`src/rtl/alu_pkg.sv`:
```
// Shared encodings for the ALU issue path: op codes, operand source selects
// and the issue-stage skid buffer occupancy states.
// Ports: none (package only).
package alu_pkg;

  localparam logic [2:0] ALU_OP_ADD = 3'b000;
  localparam logic [2:0] ALU_OP_SUB = 3'b001;

  localparam logic OPD1_SEL_RS1 = 1'b0;
  localparam logic OPD1_SEL_PC  = 1'b1;
  localparam logic OPD2_SEL_RS2 = 1'b0;
  localparam logic OPD2_SEL_IMM = 1'b1;

  // Occupancy of the two-entry skid buffer.
  typedef enum logic [1:0] {
    EMPTY = 2'd0,
    ONE   = 2'd1,
    FULL  = 2'd2
  } state_t;

endpackage

```
`src/rtl/alu_operand_mux.sv`:
```
// Purpose: selects one operand (register vs. alternate source) and replaces a
//          register operand with a matching forwarded result.
// Latency: combinational. Backpressure: none, pure datapath.
// Ports: sel_alt / rs_data / alt_data / rs_addr pick the operand; fwd_* carry
//        the forwarded result; opd is the chosen value, use_rs marks a
//        register-sourced operand.
// Config: ALU_ISSUE_FWD_EN enables the forwarding replace; without it the
//         fwd_* inputs are ignored.
module alu_operand_mux #(
  parameter int OPERAND_LENGTH = 32,
  parameter int REG_ADDR_WIDTH = 5
) (
  input  logic                      sel_alt,
  input  logic [OPERAND_LENGTH-1:0] rs_data,
  input  logic [OPERAND_LENGTH-1:0] alt_data,
  input  logic [REG_ADDR_WIDTH-1:0] rs_addr,
  input  logic                      fwd_valid,
  input  logic [REG_ADDR_WIDTH-1:0] fwd_rd_addr,
  input  logic [OPERAND_LENGTH-1:0] fwd_data,
  output logic [OPERAND_LENGTH-1:0] opd,
  output logic                      use_rs
);

  logic hit;

  assign use_rs = !sel_alt;

`ifdef ALU_ISSUE_FWD_EN
  // x0 is hard-wired zero, so a result "written" to it must never be bypassed.
  assign hit = use_rs && fwd_valid && (fwd_rd_addr == rs_addr) && (rs_addr != '0);
`else
  logic unused_fwd;
  assign unused_fwd = ^{fwd_valid, fwd_rd_addr, fwd_data, rs_addr};
  assign hit        = 1'b0;
`endif

  assign opd = hit ? fwd_data : (use_rs ? rs_data : alt_data);

endmodule

```
`src/rtl/alu_issue_stage.sv`:
```
// Purpose: registered issue stage in front of the ALU adder with operand
//          select, result forwarding and a 2-entry skid buffer.
// Latency: 1 cycle input to output; full throughput while out_ready is high.
// Backpressure: in_ready drops only when both slots are occupied (state-only).
// Ports: in_* valid/ready bundle from decode; fwd_* result from the stage after
//        the adder; out_valid/out_ready with opd1, opd2, alu_op_select and
//        out_rd_addr to the adder. clk rising edge, rst async active-high.
// Config: ALU_ISSUE_FWD_EN enables forwarding (see alu_operand_mux).
module alu_issue_stage
  import alu_pkg::*;
#(
  parameter int OPERAND_LENGTH = 32,
  parameter int REG_ADDR_WIDTH = 5
) (
  input  logic                      clk,
  input  logic                      rst,
  input  logic                      in_valid,
  output logic                      in_ready,
  input  logic [OPERAND_LENGTH-1:0] in_rs1_data,
  input  logic [OPERAND_LENGTH-1:0] in_rs2_data,
  input  logic [OPERAND_LENGTH-1:0] in_imm,
  input  logic [OPERAND_LENGTH-1:0] in_pc,
  input  logic [REG_ADDR_WIDTH-1:0] in_rs1_addr,
  input  logic [REG_ADDR_WIDTH-1:0] in_rs2_addr,
  input  logic [REG_ADDR_WIDTH-1:0] in_rd_addr,
  input  logic                      in_opd1_sel,
  input  logic                      in_opd2_sel,
  input  logic [2:0]                in_alu_op_select,
  input  logic                      fwd_valid,
  input  logic [REG_ADDR_WIDTH-1:0] fwd_rd_addr,
  input  logic [OPERAND_LENGTH-1:0] fwd_data,
  output logic                      out_valid,
  input  logic                      out_ready,
  output logic [OPERAND_LENGTH-1:0] opd1,
  output logic [OPERAND_LENGTH-1:0] opd2,
  output logic [2:0]                alu_op_select,
  output logic [REG_ADDR_WIDTH-1:0] out_rd_addr
);

  typedef struct packed {
    logic [OPERAND_LENGTH-1:0] opd1;
    logic [OPERAND_LENGTH-1:0] opd2;
    logic [REG_ADDR_WIDTH-1:0] rs1_addr;
    logic [REG_ADDR_WIDTH-1:0] rs2_addr;
    logic                      use_rs1;
    logic                      use_rs2;
    logic [2:0]                op;
    logic [REG_ADDR_WIDTH-1:0] rd;
  } slot_t;

  state_t state_q, state_d;
  slot_t  out_q, out_d, skid_q, skid_d;
  slot_t  in_slot, out_fwd, skid_fwd;
  logic   in_fire, out_fire;

  assign in_ready  = (state_q != FULL);
  assign out_valid = (state_q != EMPTY);
  assign in_fire   = in_valid && in_ready;
  assign out_fire  = out_valid && out_ready;

  // Incoming bundle: source select plus same-cycle forwarding.
  alu_operand_mux #(.OPERAND_LENGTH(OPERAND_LENGTH), .REG_ADDR_WIDTH(REG_ADDR_WIDTH)) u_in_opd1 (
    .sel_alt(in_opd1_sel == OPD1_SEL_PC), .rs_data(in_rs1_data), .alt_data(in_pc),
    .rs_addr(in_rs1_addr), .fwd_valid(fwd_valid), .fwd_rd_addr(fwd_rd_addr),
    .fwd_data(fwd_data), .opd(in_slot.opd1), .use_rs(in_slot.use_rs1));
  alu_operand_mux #(.OPERAND_LENGTH(OPERAND_LENGTH), .REG_ADDR_WIDTH(REG_ADDR_WIDTH)) u_in_opd2 (
    .sel_alt(in_opd2_sel == OPD2_SEL_IMM), .rs_data(in_rs2_data), .alt_data(in_imm),
    .rs_addr(in_rs2_addr), .fwd_valid(fwd_valid), .fwd_rd_addr(fwd_rd_addr),
    .fwd_data(fwd_data), .opd(in_slot.opd2), .use_rs(in_slot.use_rs2));

  assign in_slot.rs1_addr = in_rs1_addr;
  assign in_slot.rs2_addr = in_rs2_addr;
  assign in_slot.op       = in_alu_op_select;
  assign in_slot.rd       = in_rd_addr;

  // Waiting bundles: the stored operand is fed back through the same mux so a
  // late-arriving result still replaces a register operand. Both data inputs
  // are the stored value, so a PC/immediate operand just recirculates.
  alu_operand_mux #(.OPERAND_LENGTH(OPERAND_LENGTH), .REG_ADDR_WIDTH(REG_ADDR_WIDTH)) u_out_opd1 (
    .sel_alt(!out_q.use_rs1), .rs_data(out_q.opd1), .alt_data(out_q.opd1),
    .rs_addr(out_q.rs1_addr), .fwd_valid(fwd_valid), .fwd_rd_addr(fwd_rd_addr),
    .fwd_data(fwd_data), .opd(out_fwd.opd1), .use_rs(out_fwd.use_rs1));
  alu_operand_mux #(.OPERAND_LENGTH(OPERAND_LENGTH), .REG_ADDR_WIDTH(REG_ADDR_WIDTH)) u_out_opd2 (
    .sel_alt(!out_q.use_rs2), .rs_data(out_q.opd2), .alt_data(out_q.opd2),
    .rs_addr(out_q.rs2_addr), .fwd_valid(fwd_valid), .fwd_rd_addr(fwd_rd_addr),
    .fwd_data(fwd_data), .opd(out_fwd.opd2), .use_rs(out_fwd.use_rs2));
  alu_operand_mux #(.OPERAND_LENGTH(OPERAND_LENGTH), .REG_ADDR_WIDTH(REG_ADDR_WIDTH)) u_skid_opd1 (
    .sel_alt(!skid_q.use_rs1), .rs_data(skid_q.opd1), .alt_data(skid_q.opd1),
    .rs_addr(skid_q.rs1_addr), .fwd_valid(fwd_valid), .fwd_rd_addr(fwd_rd_addr),
    .fwd_data(fwd_data), .opd(skid_fwd.opd1), .use_rs(skid_fwd.use_rs1));
  alu_operand_mux #(.OPERAND_LENGTH(OPERAND_LENGTH), .REG_ADDR_WIDTH(REG_ADDR_WIDTH)) u_skid_opd2 (
    .sel_alt(!skid_q.use_rs2), .rs_data(skid_q.opd2), .alt_data(skid_q.opd2),
    .rs_addr(skid_q.rs2_addr), .fwd_valid(fwd_valid), .fwd_rd_addr(fwd_rd_addr),
    .fwd_data(fwd_data), .opd(skid_fwd.opd2), .use_rs(skid_fwd.use_rs2));

  assign out_fwd.rs1_addr  = out_q.rs1_addr;
  assign out_fwd.rs2_addr  = out_q.rs2_addr;
  assign out_fwd.op        = out_q.op;
  assign out_fwd.rd        = out_q.rd;
  assign skid_fwd.rs1_addr = skid_q.rs1_addr;
  assign skid_fwd.rs2_addr = skid_q.rs2_addr;
  assign skid_fwd.op       = skid_q.op;
  assign skid_fwd.rd       = skid_q.rd;

  always_comb begin
    state_d = state_q;
    out_d   = out_fwd;
    skid_d  = skid_fwd;
    case (state_q)
      EMPTY: begin
        if (in_fire) begin
          out_d   = in_slot;
          state_d = ONE;
        end
      end
      ONE: begin
        if (in_fire && !out_fire) begin
          skid_d  = in_slot;
          state_d = FULL;
        end else if (!in_fire && out_fire) begin
          state_d = EMPTY;
        end else if (in_fire && out_fire) begin
          out_d   = in_slot;
        end
      end
      FULL: begin
        if (out_fire) begin
          out_d   = skid_fwd;
          state_d = ONE;
        end
      end
      default: state_d = EMPTY;
    endcase
  end

  always_ff @(posedge clk or posedge rst) begin
    if (rst) begin
      state_q <= EMPTY;
      out_q   <= '0;
      skid_q  <= '0;
    end else begin
      state_q <= state_d;
      out_q   <= out_d;
      skid_q  <= skid_d;
    end
  end

  assign opd1          = out_q.opd1;
  assign opd2          = out_q.opd2;
  assign alu_op_select = out_q.op;
  assign out_rd_addr   = out_q.rd;

endmodule

```
`config.mk`:
```
export PLATFORM = sky130hd
export DESIGN_NAME = alu_issue_stage
export DESIGN_NICKNAME = d
export VERILOG_FILES = /design/src/rtl/alu_pkg.sv /design/src/rtl/alu_operand_mux.sv /design/src/rtl/alu_issue_stage.sv
export SDC_FILE = /design/constraint.sdc
export NUM_CORES = 1
export LEC_CHECK = 0
export ABC_CLOCK_PERIOD_IN_PS = 6000
export CAP_MARGIN = 30
export CORE_MARGIN = 5
export CORE_UTILIZATION = 45
export DETAILED_ROUTE_END_ITERATION = 6
export PLACE_DENSITY = 0.84
export SYNTH_ARGS = -nofsm -noshare
export SYNTH_HDL_FRONTEND = slang
export SYNTH_SLANG_ARGS = --single-unit
```
`constraint.sdc`:
```
create_clock -name clk -period 6 [get_ports clk]
set_clock_uncertainty 0.2 [all_clocks]
set_input_delay 1.2 -clock clk [delete_from_list [all_inputs] [get_ports clk]]
set_output_delay 1.2 -clock clk [all_outputs]
set_load 0.02 [all_outputs]
```
== Yosys cells after proc, flatten, opt, wreduce, memory -nomap -nowiden ==
Index checks and enable logic that the tools add are counted.
Widths: inputs -> output; s select.

* Reduce and logical (&&, ||, !) cells: 15
* Shift operators: 0
* Mux-type cells: 13
* Div/mod/pow operators: 0
* Multipliers: 0
* Equal/unequal tests: 9
* Magnitude comparators: 0
* Bitwise operators: 0
* Add/subtract/negate cells: 0

{| class="wikitable"
|+ Operator list
! cell !! count
|-
| $mux 84 || 5
|-
| $pmux 84 s3 || 1
|-
| $mux 32 || 2
|-
| $ne 2x2->1 const B || 6
|-
| $mux 2 || 4
|-
| $pmux 2 s3 || 1
|-
| $reduce_and 6->1 || 1
|-
| $logic_and 1x1->1 || 5
|-
| $logic_not 1->1 || 4
|-
| $ne 3x3->1 const B || 1
|-
| $reduce_and 3->1 || 1
|-
| $reduce_bool 3->1 || 1
|-
| $eq 2x1->1 const B || 1
|-
| $eq 2x2->1 const B || 1
|-
| $logic_not 2->1 || 1
|-
| $reduce_and 2->1 || 1
|-
| $reduce_bool 2->1 || 1
|}

* Output and inout bits: 74
* Memories: 0
* Memory bits (writable): 0
* Flip-flop bits (word level): 158
* Bits in read-only memories: 0
* Bits of input ports: 190
* Bits in latches: 0
* Word-level logic and storage cells: 50

== Logic depth before layout (Yosys ltp) ==
Gate-level depths: netlist (run 1).

* Depth after elaboration: 7
* Gate-level depth with buffers: 13

== Hierarchy ==
Synthesis (run 1) repeated with hierarchy kept, for this count alone.

* Cell total of the unflattened synthesis: 1,043
* Area, all modules: 12,503.2 um^2

{| class="wikitable"
|+ By module, submodules not included
! module !! area each (um^2) !! cells an instance !! times used
|-
| alu_issue_stage || 9,237.6 || 821 || 1
|-
| alu_operand_mux || 544.3 || 37 || 6
|}

== Worst setup path after synthesis (run 1) ==
Ideal clock, no wire load.

* Kind: input to register
* From: input out_ready
* To: register out_q, in the netlist alu_op_select[0]
* Setup slack: 2.933 ns
* Cell stages on the path: 7
* Path buffers: 1
* Data arrival time: 2.742 ns
* Cells stage by stage: and2_1 -> inv_1 -> ha_1 -> nor4b_1 -> o2bb2ai_2 -> buf_6 -> mux2_2

* Longest elaborated chain between the ends: 5
* Elaborated cells on any way between the ends: 10

{| class="wikitable"
|+ RTL lines
! what !! RTL line !! text
|-
| start: declaration || alu_issue_stage.sv:33 || <nowiki>input logic out_ready,</nowiki>
|-
| $logic_and 1x1->1 * || alu_issue_stage.sv:59 || <nowiki>assign out_fire = out_valid && out_ready;</nowiki>
|-
| $logic_not 1->1 || alu_issue_stage.sv:117 || <nowiki>if (in_fire && !out_fire) begin</nowiki>
|-
| $logic_and 1x1->1 || alu_issue_stage.sv:117 ||
|-
| $ne 2x2->1 (no line) || -- ||
|-
| $reduce_and 6->1 (no line) * || -- ||
|-
| end signal: assignment || alu_issue_stage.sv:143 || <nowiki>out_q <= out_d;</nowiki>
|-
| end: declaration || alu_issue_stage.sv:52 || <nowiki>slot_t out_q, out_d, skid_q, skid_d;</nowiki>
|}

Mark *: on every way between the ends. The rest lies on a longest branch, timed or not.
A chain may end at the register's enable or synchronous reset.

== Worst setup path in the final report (run 1) ==
* From: register state_q[0]
* To: output in_ready

* Longest elaborated chain between the ends: 1

{| class="wikitable"
|+ RTL lines
! what !! RTL line !! text
|-
| start: declaration || alu_issue_stage.sv:51 || <nowiki>state_t state_q, state_d;</nowiki>
|-
| start signal: assignment || alu_issue_stage.sv:142 || <nowiki>state_q <= state_d;</nowiki>
|-
| $ne 2x2->1 || alu_issue_stage.sv:56 || <nowiki>assign in_ready = (state_q != FULL);</nowiki>
|-
| end: declaration || alu_issue_stage.sv:18 || <nowiki>output logic in_ready,</nowiki>
|}

Every way passes these cells.

==> results.json, run 1 <==
{
  "stdcell_count": 1042,
  "grt_pass1_vias": 5702,
  "hold_end": "skid_q[42]$_DFFE_PP0P_",
  "multi_input_area_um2": 3130,
  "switching_share_pct": 34.5,
  "period_needed_ns": 3.94,
  "drc": 0,
  "clkTransAtPathRegs_ns": 0.06,
  "viasPerCell": 5.16,
  "die_width_um": 135,
  "worstSkewPairLatency_ns": 0.41,
  "cts_buffers": 17,
  "met3_usage_pct": 6.43,
  "postCtsHoldBufs": 0,
  "synth-edff-count": 0,
  "synth_nets": 817,
  "cp_slowest_cell": "dfrtp_2",
  "finalCritPeriodShare_pct": 65.6,
  "rows": 45,
  "seqPwrFrac_pct": 35.0,
  "ys_top_cells_by_area": "dfrtp_1 52%, mux2_2 14%, mux2i_1 9.2%, nor3b_1 6.8%, o21ai_0 4.6%",
  "crit_path_max_incr_delay_ns": 0.86,
  "setup_ws_ns": 2.06,
  "syn_inst": 624,
  "drt_iter0_markers": 248,
  "areaGrowthSynthToFinish_pct": 41.8,
  "netlist_area_um2": 7050,
  "ant_nets": 0,
  "drive_above_1_share_pct": 16.6,
  "synth_largest_area_cell": "dfrtp_1",
  "cts_root_buf": "clkbuf_16",
  "fin_setup_tns_ns": 0,
  "ys.flop_type": "dfrtp_1",
  "ys_ff_latch": 146,
  "slew_headroom_pct": 41.9,
  "hold_start": "skid_q[42]$_DFFE_PP0P_",
  "timing.rr.end": "opd1[3]$_DFFE_PP0P_",
  "final_max_slew_viol_count": 0,
  "use_met2_pct": 32.5,
  "clock_path_buffers": 2,
  "comb_power_share_pct": 42.6,
  "cp_num_buf_inv": 2,
  "yosysSeqAreaShare_pct": 51.8,
  "r2r_start": "state_q[1]$_DFFE_PP0P_",
  "nets": 1011,
  "synth_most_common_cell": "dfrtp_1",
  "cts_num_sinks": 146,
  "rsz0062_at_grt": "false",
  "die_h_um": 135,
  "io_pins": 264,
  "nFillCells": 1210,
  "synth_commonest_cells": "146 x dfrtp_1, 88 x mux2_2, 65 x mux2i_1, 65 x nand2_1, 65 x o21ai_0",
  "switching_power_mw": 1.75,
  "p_per_area_nw_per_um2": 506,
  "hold_depth": 2,
  "io_buffers": 215,
  "hp-class": "register to register",
  "grt.overflow.total": 0,
  "finalPower_mw": 5.06,
  "cts_tree": "yes",
  "p_clk_share_pct": 22.4,
  "reg2reg_depth": 9,
  "synth_top_area_share_pct": 51.8,
  "syn_avg_cell_area_um2": 11.3,
  "critPathRequiredTime_ns": 4.60,
  "dp.cells": 1008,
  "cp_max_fo": 38,
  "ctsResizeCount": 0,
  "hold_violations": 0,
  "start_util_pct": 46.0,
  "antenna_cells": 0,
  "grt-busiest-layer": "met2",
  "drv_cap": 0,
  "path_cells": "or2b_2 -> buf_4 -> clkdlybuf4s50_1",
  "vias": 5380,
  "antenna_found_initial": 0,
  "cts.htree.levels": 4,
  "p_int_mw": 3.32,
  "worst-setup-path-type": "register to output pin",
  "async_flop_share_pct": 100,
  "tightest_slew_ns": 0.871,
  "arrival_ns": 2.54,
  "wl_per_cell_um": 17.1,
  "setup_viol": 0,
  "fp.dieArea_um2": 18300,
  "pre_cts_ws_ns": 1.70,
  "grt_pass1_wl_um": 28500,
  "p_leak_nw": 4.21,
  "gp_congestion": 0.742,
  "critPathLaunchType": "register",
  "met1_usage_pct": 24.0,
  "ir_drop_uv": 338,
  "critPathTopFamily": "buffers and inverters",
  "firstDrtPassIters": 4,
  "yosysUniqueCellTypes": 20,
  "cp-end-kind": "output pin",
  "register_area_um2": 3660,
  "post_cts_buffers": 0,
  "fmax_mhz": 254,
  "hold_ws_ns": 0.278,
  "routed_wl_um": 17800,
  "run_status": "finished, final reports clean",
  "grt_max_degree": 96,
  "grt_usage_pct": 19.5,
  "yosysWarningCount": 0,
  "core_um2": 15300,
  "hpwl_um": 11900,
  "ff2ff_setup_slack_ns": 2.30
}
per-layer routing:
layer	up-vias	part of all wire [%]
li1	2595	-
met5	-	0
met3	16	8.0
met2	160	48
met1	2609	43
met4	0	1.1
final cells by class:
type	count	share of cell area, %
flip-flops and latches	146	36.6
multi-input cells	422	31.3
repair buffers	228	23.0
clock buffers	24	4.92
well taps	211	2.64
clock inverters	8	1.49
inverters	3	0.163
how the worst max path moves through the flow:
stage	from	end	slack (ns)	cells after the start
after global placement	out_ready	opd1[14]$_DFFE_PP0P_	1.53	8
after floorplan	rst	alu_op_select[0]$_DFFE_PP0P_	0.68	1
final	state_q[0]$_DFFE_PP0P_	in_ready	2.06	3
after detailed placement	out_ready	out_rd_addr[0]$_DFFE_PP0P_	1.70	8
after global routing	state_q[0]$_DFFE_PP0P_	in_ready	1.95	3
after CTS	state_q[0]$_DFFE_PP0P_	in_ready	2.00	3
worst register-to-register path: stages (launching register included):
cell and delay [ns]:
dfrtp_2 0.63, buf_12 0.28, or2b_2 0.33, nand2_1 0.09, inv_1 0.06, ha_1 0.19
nor4b_1 0.53, o2bb2ai_4 0.37, buf_4 0.49, mux2_2 0.40
cells by family (layout without fill, tap and decap cells):
group / count (synthesis) / count (layout) / share of synthesized area [%]
mux: 153 / 153 / 23.3
flops: 146 / 146 / 51.8
simple gates: 135 / 135 / 10.9
compound gates: 131 / 131 / 9.46
buf+inv: 56 / 263 / 4.03
fa+ha+maj: 3 / 3 / 0.532
power groups by stage:
stage	clock, mW	combinational (mW)	sequential [mW]
after floorplan	0	1.05	2.01
after global placement	0	2.09	1.79
after detailed placement	0	2.18	1.79
after CTS	1.16	2.19	1.78
after global routing	1.20	2.34	1.84
final	1.13	2.16	1.77
flip-flops by register name, indices dropped and copies added (netlist names):
| signal | cells |
|---|---|
| opd1 | 32 |
| skid_q | 64 |
| opd2 | 32 |
| alu_op_select | 3 |
| state_q | 2 |
| out_rd_addr | 5 |
| skid_fwd | 8 |
placed cells by master (no fill, tap or decap), types with 4 or more instances in the layout:
cell / count
mux2_2: 88
clkdlybuf4s50_1: 213
mux2i_1: 65
clkbuf_8: 4
o21ai_0: 65
buf_4: 9
bufinv_16: 4
nand2_1: 65
a21oi_1: 64
nor3b_1: 64
clkbuf_16: 17
dfrtp_1: 144
through the flow:
stage | instance area [um^2] | util, %
floorplan | 7050 | -
global route | 10000 | 65.3
detailed placement | 9320 | 60.9
global placement | 9270 | 60.6
finish | 10000 | 65.3
CTS | 9960 | 65.0
(Power assumes the default switching activity.)
==> run 2: changes to the inputs <==
Settings changed: ABC_CLOCK_PERIOD_IN_PS 6000 to 3720.
Clock period 6 ns to 3.72 ns, I/O delays scaled along.
==> run 2 against run 1 <==
Highest routed layer unchanged. Global-route usage up 0.51 points. Die area unchanged. Sequential cell count unchanged. Largest power group unchanged. Clock power up 54%.
==> results.json, run 2 (synthesized netlist as in run 1, its figures left out) <==
{
  "ant_nets": 0,
  "nFillCells": 1210,
  "grt_pass1_vias": 5745,
  "clkTransAtPathRegs_ns": 0.06,
  "cts.htree.levels": 4,
  "hpwl_um": 12500,
  "start_util_pct": 46.0,
  "top_register": "skid_q",
  "register_area_um2": 3660,
  "worstSkewPairLatency_ns": 0.41,
  "arrival_ns": 3.07,
  "hold_violations": 0,
  "grt_usage_pct": 20.0,
  "fin_setup_tns_ns": 0,
  "drt_iter0_markers": 177,
  "ctsResizeCount": 0,
  "clock_path_buffers": 2,
  "rows": 45,
  "cts_buffers": 17,
  "die_width_um": 135,
  "cp-end-kind": "register",
  "grt_max_degree": 83,
  "io_buffers": 215,
  "nets": 1017,
  "final_max_slew_viol_count": 0,
  "io_pins": 264,
  "drv_cap": 0,
  "period_needed_ns": 2.97,
  "areaGrowthSynthToFinish_pct": 42.2,
  "cts_tree": "yes",
  "setup_viol": 0,
  "fmax_mhz": 336,
  "stdcell_count": 1047,
  "critPathLaunchType": "input pin",
  "hp-class": "register to register",
  "drc": 0,
  "vias": 5480,
  "post_cts_buffers": 0,
  "routed_wl_um": 18200,
  "finalPower_mw": 8.13,
  "drive_above_1_share_pct": 17.2,
  "largest_register_ffs": 64,
  "cp_max_fo": 40,
  "p_leak_nw": 4.23,
  "viasPerCell": 5.23,
  "multi_input_area_um2": 3130,
  "rsz0062_at_grt": "false",
  "antenna_found_initial": 0,
  "ir_drop_uv": 473,
  "p_per_area_nw_per_um2": 811,
  "fp.dieArea_um2": 18300,
  "grt_pass1_wl_um": 29200,
  "cts_root_buf": "clkbuf_16",
  "final_common_cell": "clkdlybuf4s50_1",
  "critPathRequiredTime_ns": 3.82,
  "dp.cells": 1016,
  "cts_num_sinks": 146,
  "firstDrtPassIters": 4,
  "gp_congestion": 0.751,
  "tightest_slew_ns": 0.827,
  "run_status": "finished, final reports clean",
  "die_h_um": 135,
  "antenna_cells": 0,
  "grt.overflow.total": 0,
  "layout_common_cells": "213 x clkdlybuf4s50_1, 144 x dfrtp_1, 88 x mux2_2",
  "postCtsHoldBufs": 0,
  "worst-setup-path-type": "input pin to register",
  "wl_per_cell_um": 17.4,
  "core_um2": 15300,
  "finalCritPeriodShare_pct": 79.9,
  "slew_headroom_pct": 44.8
}
-- run 2: final timing paths --
kind                                              from                     end  slack (ns)  cells past startpoint
max in group asynchronous                          rst    opd1[28]$_DFFE_PP0P_        1.99                      3
min in group asynchronous                          rst  skid_q[61]$_DFFE_PP0P_        0.64                      2
worst max-delay path                         out_ready     opd2[3]$_DFFE_PP0P_        0.75                      8
worst min register to register  skid_q[53]$_DFFE_PP0P_  skid_q[53]$_DFFE_PP0P_        0.28                      2
worst max register to register  state_q[0]$_DFFE_PP0P_     opd2[3]$_DFFE_PP0P_        0.90                      8
worst min-delay path            skid_q[53]$_DFFE_PP0P_  skid_q[53]$_DFFE_PP0P_        0.28                      2
-- run 2: report_power, final --
group | internal (mW) | switching, mW | total, mW
registers | 2.39 | 0.402 | 2.79
clock network | 1.10 | 0.637 | 1.74
logic | 1.79 | 1.81 | 3.60
-- run 2: cell type report --
class / instances / share of cell area (%)
inverter: 3 / 0.150
clock buffer: 22 / 4.73
sequential: 146 / 36.5
tap: 211 / 2.63
timing repair buffer: 234 / 23.5
clock inverter: 9 / 1.30
multi-input combinational: 422 / 31.2
-- run 2: worst max-delay path, cell delays in order --
cell	delay, ns
clkdlybuf4s50_1	0.50
and2_1	0.18
inv_1	0.05
ha_1	0.20
nor4b_1	0.52
o2bb2ai_4	0.20
buf_12	0.28
mux2_2	0.37
-- run 2: stage by stage --
step	area, um^2	setup WS, ns	hold slack, ns	util (%)
5_1_grt	10000	0.621	0.305	65.5
6_report	10000	0.748	0.283	65.5
2_1_floorplan	7060	0.703	0.251	-
3_5_place_dp	9420	0.306	0.271	61.5
4_1_cts	10000	0.747	0.285	65.5
3_3_place_gp	9420	0.384	0.262	61.5
-- run 2: layer usage --
layer	up-vias	wire length (um)	track usage [%]
met3	24	1250	6.54
met5	-	0	0
met4	0	325	6.44
met1	2689	7520	23.9
li1	2610	-	-
met2	157	9120	34.2
